## src/rtl/cache_pkg.sv

```systemverilog
// Shared cache refill types and address-field width helpers.
// Used by the refill controller, the replacement policy and the lookup stage.
package cache_pkg;

   typedef enum logic [2:0] {
      S_IDLE,
      S_VICTIM,
      S_REQ,
      S_WAIT,
      S_COMMIT
   } refill_state_e;

   function automatic int byte_off_w(input int data_width);
      return $clog2(data_width / 8);
   endfunction

   function automatic int word_off_w(input int words_per_line);
      return $clog2(words_per_line);
   endfunction

   function automatic int index_w(input int set_count);
      return $clog2(set_count);
   endfunction

   function automatic int tag_w(input int addr_width,
                                input int data_width,
                                input int words_per_line,
                                input int set_count);
      return addr_width - byte_off_w(data_width)
           - word_off_w(words_per_line) - index_w(set_count);
   endfunction

endpackage

```

## src/rtl/cache_addr_split.sv

```systemverilog
// Combinational split of a byte address into tag, set index and word offset.
// Shared by the lookup stage and the refill controller.
module cache_addr_split
   import cache_pkg::*;
#(
   parameter int ADDR_WIDTH     = 32,
   parameter int DATA_WIDTH     = 32,
   parameter int WORDS_PER_LINE = 4,
   parameter int SET_COUNT      = 64,
   localparam int BW = byte_off_w(DATA_WIDTH),
   localparam int OW = word_off_w(WORDS_PER_LINE),
   localparam int IW = index_w(SET_COUNT),
   localparam int TW = tag_w(ADDR_WIDTH, DATA_WIDTH, WORDS_PER_LINE, SET_COUNT)
) (
   input  logic [ADDR_WIDTH-1:0] addr_i,
   output logic [TW-1:0]         tag_o,
   output logic [IW-1:0]         index_o,
   output logic [OW-1:0]         word_o
);

   assign word_o  = addr_i[BW +: OW];
   assign index_o = addr_i[BW+OW +: IW];
   assign tag_o   = addr_i[ADDR_WIDTH-1 -: TW];

   if (BW > 0) begin : g_byte
      logic unused_byte;
      assign unused_byte = ^addr_i[BW-1:0];
   end

endmodule

```

## src/rtl/cache_refill_ctrl.sv

```systemverilog
// Cache miss refill controller: victim request, line fetch, data/tag write.
// Define CACHE_CRITICAL_WORD_FIRST_EN to fetch the missing word first (adds crit_valid).
module cache_refill_ctrl
   import cache_pkg::*;
#(
   parameter int WAY_COUNT      = 2,
   parameter int SET_COUNT      = 64,
   parameter int WORDS_PER_LINE = 4,
   parameter int ADDR_WIDTH     = 32,
   parameter int DATA_WIDTH     = 32,
   localparam int BW = byte_off_w(DATA_WIDTH),
   localparam int OW = word_off_w(WORDS_PER_LINE),
   localparam int IW = index_w(SET_COUNT),
   localparam int WW = $clog2(WAY_COUNT),
   localparam int TW = tag_w(ADDR_WIDTH, DATA_WIDTH, WORDS_PER_LINE, SET_COUNT)
) (
   input  logic                  clk,
   input  logic                  reset_n,
   input  logic                  miss_valid,
   output logic                  miss_ready,
   input  logic [ADDR_WIDTH-1:0] miss_addr,
   output logic [IW-1:0]         policy_set,
   input  logic [WW-1:0]         replacement_way,
   input  logic                  policy_ready,
   output logic                  policy_taken,
   output logic                  mem_req,
   input  logic                  mem_gnt,
   output logic [ADDR_WIDTH-1:0] mem_addr,
   input  logic                  mem_rvalid,
   input  logic [DATA_WIDTH-1:0] mem_rdata,
   input  logic                  mem_err,
   output logic                  data_we,
   output logic [IW-1:0]         data_set,
   output logic [WW-1:0]         data_way,
   output logic [OW-1:0]         data_word,
   output logic [DATA_WIDTH-1:0] data_wdata,
   output logic                  tag_we,
   output logic [TW-1:0]         tag_value,
   output logic                  tag_valid,
   output logic                  refill_done,
   output logic                  refill_error
`ifdef CACHE_CRITICAL_WORD_FIRST_EN
   ,
   output logic                  crit_valid
`endif
);

   refill_state_e state_q, state_d;
   logic [TW-1:0] tag_q, tag_d;
   logic [IW-1:0] idx_q, idx_d;
   logic [WW-1:0] way_q, way_d;
   logic [OW-1:0] cnt_q, cnt_d;
   logic          err_q, err_d;
   logic          last_beat;

   logic [TW-1:0] s_tag;
   logic [IW-1:0] s_idx;
   logic [OW-1:0] s_word;

   cache_addr_split #(
      .ADDR_WIDTH    (ADDR_WIDTH),
      .DATA_WIDTH    (DATA_WIDTH),
      .WORDS_PER_LINE(WORDS_PER_LINE),
      .SET_COUNT     (SET_COUNT)
   ) u_split (
      .addr_i (miss_addr),
      .tag_o  (s_tag),
      .index_o(s_idx),
      .word_o (s_word)
   );

`ifdef CACHE_CRITICAL_WORD_FIRST_EN
   logic [OW-1:0] off_q, off_d;
   logic [OW-1:0] beat_q, beat_d;
   // Counter starts mid-line, so completion is tracked by beats, not address.
   assign last_beat = (beat_q == OW'(WORDS_PER_LINE - 1));
`else
   logic unused_word;
   assign unused_word = ^s_word;
   assign last_beat   = (cnt_q == OW'(WORDS_PER_LINE - 1));
`endif

   assign mem_addr   = ADDR_WIDTH'({tag_q, idx_q, cnt_q}) << BW;
   assign data_set   = idx_q;
   assign data_way   = way_q;
   assign data_word  = cnt_q;
   assign data_wdata = mem_rdata;
   assign tag_value  = tag_q;

   always_ff @(posedge clk or negedge reset_n) begin
      if (!reset_n) begin
         state_q <= S_IDLE;
         tag_q   <= '0;
         idx_q   <= '0;
         way_q   <= '0;
         cnt_q   <= '0;
         err_q   <= 1'b0;
`ifdef CACHE_CRITICAL_WORD_FIRST_EN
         off_q   <= '0;
         beat_q  <= '0;
`endif
      end else begin
         state_q <= state_d;
         tag_q   <= tag_d;
         idx_q   <= idx_d;
         way_q   <= way_d;
         cnt_q   <= cnt_d;
         err_q   <= err_d;
`ifdef CACHE_CRITICAL_WORD_FIRST_EN
         off_q   <= off_d;
         beat_q  <= beat_d;
`endif
      end
   end

   always_comb begin
      state_d      = state_q;
      tag_d        = tag_q;
      idx_d        = idx_q;
      way_d        = way_q;
      cnt_d        = cnt_q;
      err_d        = err_q;
`ifdef CACHE_CRITICAL_WORD_FIRST_EN
      off_d        = off_q;
      beat_d       = beat_q;
      crit_valid   = 1'b0;
`endif
      miss_ready   = 1'b0;
      policy_set   = idx_q;
      policy_taken = 1'b0;
      mem_req      = 1'b0;
      data_we      = 1'b0;
      tag_we       = 1'b0;
      tag_valid    = 1'b0;
      refill_done  = 1'b0;
      refill_error = 1'b0;
      unique case (state_q)
         S_IDLE: begin
            // Held low while reset is asserted.
            miss_ready = reset_n;
            policy_set = s_idx;
            if (miss_valid) begin
               tag_d   = s_tag;
               idx_d   = s_idx;
               err_d   = 1'b0;
`ifdef CACHE_CRITICAL_WORD_FIRST_EN
               off_d   = s_word;
`endif
               state_d = S_VICTIM;
            end
         end
         S_VICTIM: begin
            if (policy_ready) begin
               way_d   = replacement_way;
`ifdef CACHE_CRITICAL_WORD_FIRST_EN
               cnt_d   = off_q;
               beat_d  = '0;
`else
               cnt_d   = '0;
`endif
               state_d = S_REQ;
            end
         end
         S_REQ: begin
            mem_req = 1'b1;
            if (mem_gnt) state_d = S_WAIT;
         end
         S_WAIT: begin
            if (mem_rvalid) begin
               if (mem_err) begin
                  err_d   = 1'b1;
                  state_d = S_COMMIT;
               end else begin
                  data_we = 1'b1;
`ifdef CACHE_CRITICAL_WORD_FIRST_EN
                  crit_valid = (beat_q == '0);
                  beat_d     = beat_q + OW'(1);
`endif
                  if (last_beat) begin
                     state_d = S_COMMIT;
                  end else begin
                     cnt_d   = cnt_q + OW'(1);
                     state_d = S_REQ;
                  end
               end
            end
         end
         S_COMMIT: begin
            // Error path still writes the tag, to invalidate the torn way.
            tag_we       = 1'b1;
            tag_valid    = !err_q;
            policy_taken = !err_q;
            refill_done  = !err_q;
            refill_error = err_q;
            state_d      = S_IDLE;
         end
         default: state_d = S_IDLE;
      endcase
   end

endmodule
```

## config.mk

```make
export PLATFORM = sky130hd
export DESIGN_NAME = cache_refill_ctrl
export DESIGN_NICKNAME = d
export VERILOG_FILES = /design/src/rtl/cache_pkg.sv /design/src/rtl/cache_addr_split.sv /design/src/rtl/cache_refill_ctrl.sv
export SDC_FILE = /design/constraint.sdc
export NUM_CORES = 1
export LEC_CHECK = 0
export CORE_MARGIN = 5
export CORE_UTILIZATION = 32
export CTS_CLUSTER_DIAMETER = 80
export CTS_CLUSTER_SIZE = 10
export DETAILED_ROUTE_END_ITERATION = 8
export GPL_TIMING_DRIVEN = 0
export PLACE_DENSITY_LB_ADDON = 0.25
export SLEW_MARGIN = 20
export SYNTH_ARGS = -nofsm -noshare
export SYNTH_HDL_FRONTEND = slang
export SYNTH_SLANG_ARGS = --single-unit
export TNS_END_PERCENT = 50
```

## constraint.sdc

```tcl
create_clock -name clk -period 2.13 [get_ports clk]
set_input_delay 0.639 -clock clk [delete_from_list [all_inputs] [get_ports clk]]
set_output_delay 0.639 -clock clk [all_outputs]
set_load 0.05 [all_outputs]
```

==> run metrics, run 1 <==
Worst-Skew Late Latency=280 ps; fin crit share=1.065; IO Pins=181; Fin Setup TNS=-897.0 ps; # rows=29; status=complete, but fails checks; Routed Wire Length=just under 6 mm; Fillers=596; H-tree lvl count=2; total CTS buffers=5; end-of-flow core utilization=0.5960; largest net degree at the start of global routing=20; number of global-route vias before repair=1,831; ys flop type=dfrtp_1; Net Sw Frac=0.5396; failing checks=negative setup slack; Seq pwr share=0.178; max_slew headroom=0.6568; total internal power=between 0.003 and 0.004 W; Post-Syn Area=about 0.0021 mm²; Ant. Diodes=0; CP max FO=8; crit start category=flip-flop; Vias=1,769; Hold Buf Count CTS=0; CTS Sinks=35; Slowest-stage cell, CP=dfrtp_1; Placed Area=about 0.0037 mm²; register area share after synthesis=0.4162; Pre-antenna DRT Iters=4; synth unique cells=28; Max-cap violations=0; Pleak=2.017 nW; Slew Viols, Final=0; Layout Nets=407; CTS root buf=clkbuf_8; HPWL Detailed=between 4 and 5 mm; Worst-Margin Slew=slightly above 500 ps; Required @ worst endpoint=1490 ps; dominant cell by count in the synthesized netlist=buf_4; clock buffer depth=2; fraction of registers with async set/reset=1.000; Synth top area share=0.4162; DR DRC count=0; Min Clock Period, post-route=~2300 ps; total gr overflow=0; CP peak stage delay=380 ps; Initial Util=0.3295; die height=between 90 and 100 µm; Synth Register Bits=35; overall die area=~0.0083 mm²; crit-path cells=buf_6, nor3_4, buf_12, mux2_4, buf_8; global-route usage over all layers=0.1357; CTS tree=done; Sequential Area=between 800 and 900 µm²; Clk network pwr share=0.067; Post-synth top cells=buf_4, dfrtp_1, mux2_2; final hold vios=0; power share of the combinational group=0.756; Core ar.=between 0.006 and 0.007 mm²; antenna violations before repair=0; PortBufs=142; first-pass GRT wire length=between 9 and 10 mm; setup ws final=-138.5 ps; Post-Syn Area per Cell=roughly 12 µm²; share of layout cells above drive strength 1=0.5329; design area=between 0.003 and 0.004 mm²; Hold Path Class=input pin to asynchronous set/reset pin; ANT nets after route=0; Iteration-0 DRC Markers=17; Placer Congestion=between 0.6 and 0.7; Area Overhead vs Synth=80.86%; multi-input logic area=708.2 µm²; Post-synth EDFFs=0; Area contributors post-synth=dfrtp_1, buf_4, mux2_2; vias per cell=about 4.3; Clock Pin Slew Worst Setup and Hold Paths=around 70 ps; clock skew=around 7.2 ps; power density cells=1896 mW/mm²; Crit Path Class=flip-flop to primary output; yosys warns=0; Synth Instances=177; peak supply drop=around 1.3 mV; final setup violation count=9; Routed WL per cell=roughly 14 µm; Net Switching=0.003895 W; unrepaired setup endpoints after global routing=yes; Fmax=between 400 and 500 MHz; overall die width=slightly above 90 µm; crit path capture type=primary output; biggest area consumer among synthesized cells=dfrtp_1; worst path arrival time=~1600 ps
-- per-layer routing --
layer  track usage  wire, µm
met1        0.1577      2357
met2        0.2320      2846
met3       0.05372       663
met4       0.03667        67
met5             0         0
-- cell families after synthesis --
family | Yosys count | synth area share
compound gates | 8 | 0.02735
buf+inv | 75 | 0.2723
simple gates | 20 | 0.05708
fa+ha+maj | 1 | 0.005944
flops | 35 | 0.4162
other cells | 1 | 0.001782
mux | 37 | 0.2194
-- power by group through the flow --
stage	Clock, W	Combinational, W	Sequential, W
2_1_floorplan	0	0.00287	0.00230
3_3_place_gp	0	0.00549	0.00129
3_5_place_dp	0	0.00555	0.00131
4_1_cts	0.000506	0.00550	0.00129
5_1_grt	0.000537	0.00566	0.00134
6_report	0.000481	0.00545	0.00128
-- registers in the layout, indices dropped and copies added, names as in the netlist --
| signal | cells |
|---|---|
| tag_value | 22 |
| state_q | 3 |
| err_q | 1 |
| data_set | 6 |
| data_way | 1 |
| data_word | 2 |
-- area by class of cell --
cell class	instances	share of cell area
Inverter	4	0.003945
Multi-Input combinational cell	68	0.1861
Buffer	71	0.1525
Tap cell	77	0.02531
Clock buffer	6	0.02170
Sequential cell	35	0.2304
Timing Repair Buffer	149	0.3787
Clock inverter	1	0.001315
-- worst paths after layout --
kind | from | endpoint | slack, ps | depth (start not counted)
max in group asynchronous | reset_n | tag_value[19] | 1510 | 2
worst max-delay path | state_q[0] | policy_set[1] | -140 | 5
worst min-delay path | reset_n | tag_value[14] | 240 | 1
worst min register to register | data_way | data_way | 510 | 1
min in group clk | data_way | data_way | 510 | 1
worst max register to register | state_q[0] | tag_value[17] | 400 | 7
-- metrics by stage --
| stage | std cells | total power (W) | hold WS (ps) | setup slack, ps |
|---|---|---|---|---|
| 2_1_floorplan | 178 | 0.005169 | 343.4 | -214.3 |
| 3_3_place_gp | 397 | 0.006782 | 495.6 | -1917 |
| 3_5_place_dp | 398 | 0.006861 | 498.6 | -770.1 |
| 4_1_cts | 411 | 0.007302 | 231.6 | -153.8 |
| 5_1_grt | 411 | 0.007542 | 239.8 | -204.7 |
| 6_report | 411 | 0.007218 | 237.0 | -138.5 |
-- what timing repair did --
action | CTS | global route
buffers inserted | 6 | 0
pin swaps | 4 | 1
setup endpoints to repair | 92 | 27
gates resized for setup | 191 | 18
-- critical path: cells and delay by family (launching register included) --
family,cells,cell delay [ps]
buffers and inverters,3,450
multiplexers,1,310
AND/OR/NAND/NOR,1,200
flip-flops,1,380
-- layout by cell type, fill, tap and decap left out, types with 2 or more instances in the layout --
cell,Yosys,final
nor2_1,5,4
buf_6,1,5
and2_1,3,2
inv_1,4,4
o211ai_1,2,2
nand3_1,3,2
clkbuf_8,0,6
dlygate4sd2_1,0,47
nand2_1,2,2
buf_2,0,2
clkdlybuf4s50_1,0,33
buf_8,0,11
buf_12,2,3
and2_4,1,2
dfrtp_1,35,34
mux2_4,9,15
buf_4,67,103
conb_1,1,2
dlymetal6s2s_1,0,15
mux2_2,27,21
Note: power is estimated with default switching activity, not from simulation.
==> run 2: changes to the inputs <==
--- a/config.mk
+++ b/config.mk
@@ -10,6 +10,7 @@
 export CTS_CLUSTER_DIAMETER = 80
 export CTS_CLUSTER_SIZE = 10
 export DETAILED_ROUTE_END_ITERATION = 8
+export GPL_ROUTABILITY_DRIVEN = 0
 export GPL_TIMING_DRIVEN = 0
 export PLACE_DENSITY_LB_ADDON = 0.25
 export SLEW_MARGIN = 20
==> results of run 2 <==
No change in the layout: final DEF, timing and power equal those of run 1.
==> run 3: changes to the inputs <==
--- a/config.mk
+++ b/config.mk
@@ -5,6 +5,7 @@
 export SDC_FILE = /design/constraint.sdc
 export NUM_CORES = 1
 export LEC_CHECK = 0
+export ABC_AREA = 0
 export CORE_MARGIN = 5
 export CORE_UTILIZATION = 32
 export CTS_CLUSTER_DIAMETER = 80
==> results of run 3 <==
No change in the layout: final DEF, timing and power equal those of run 1.
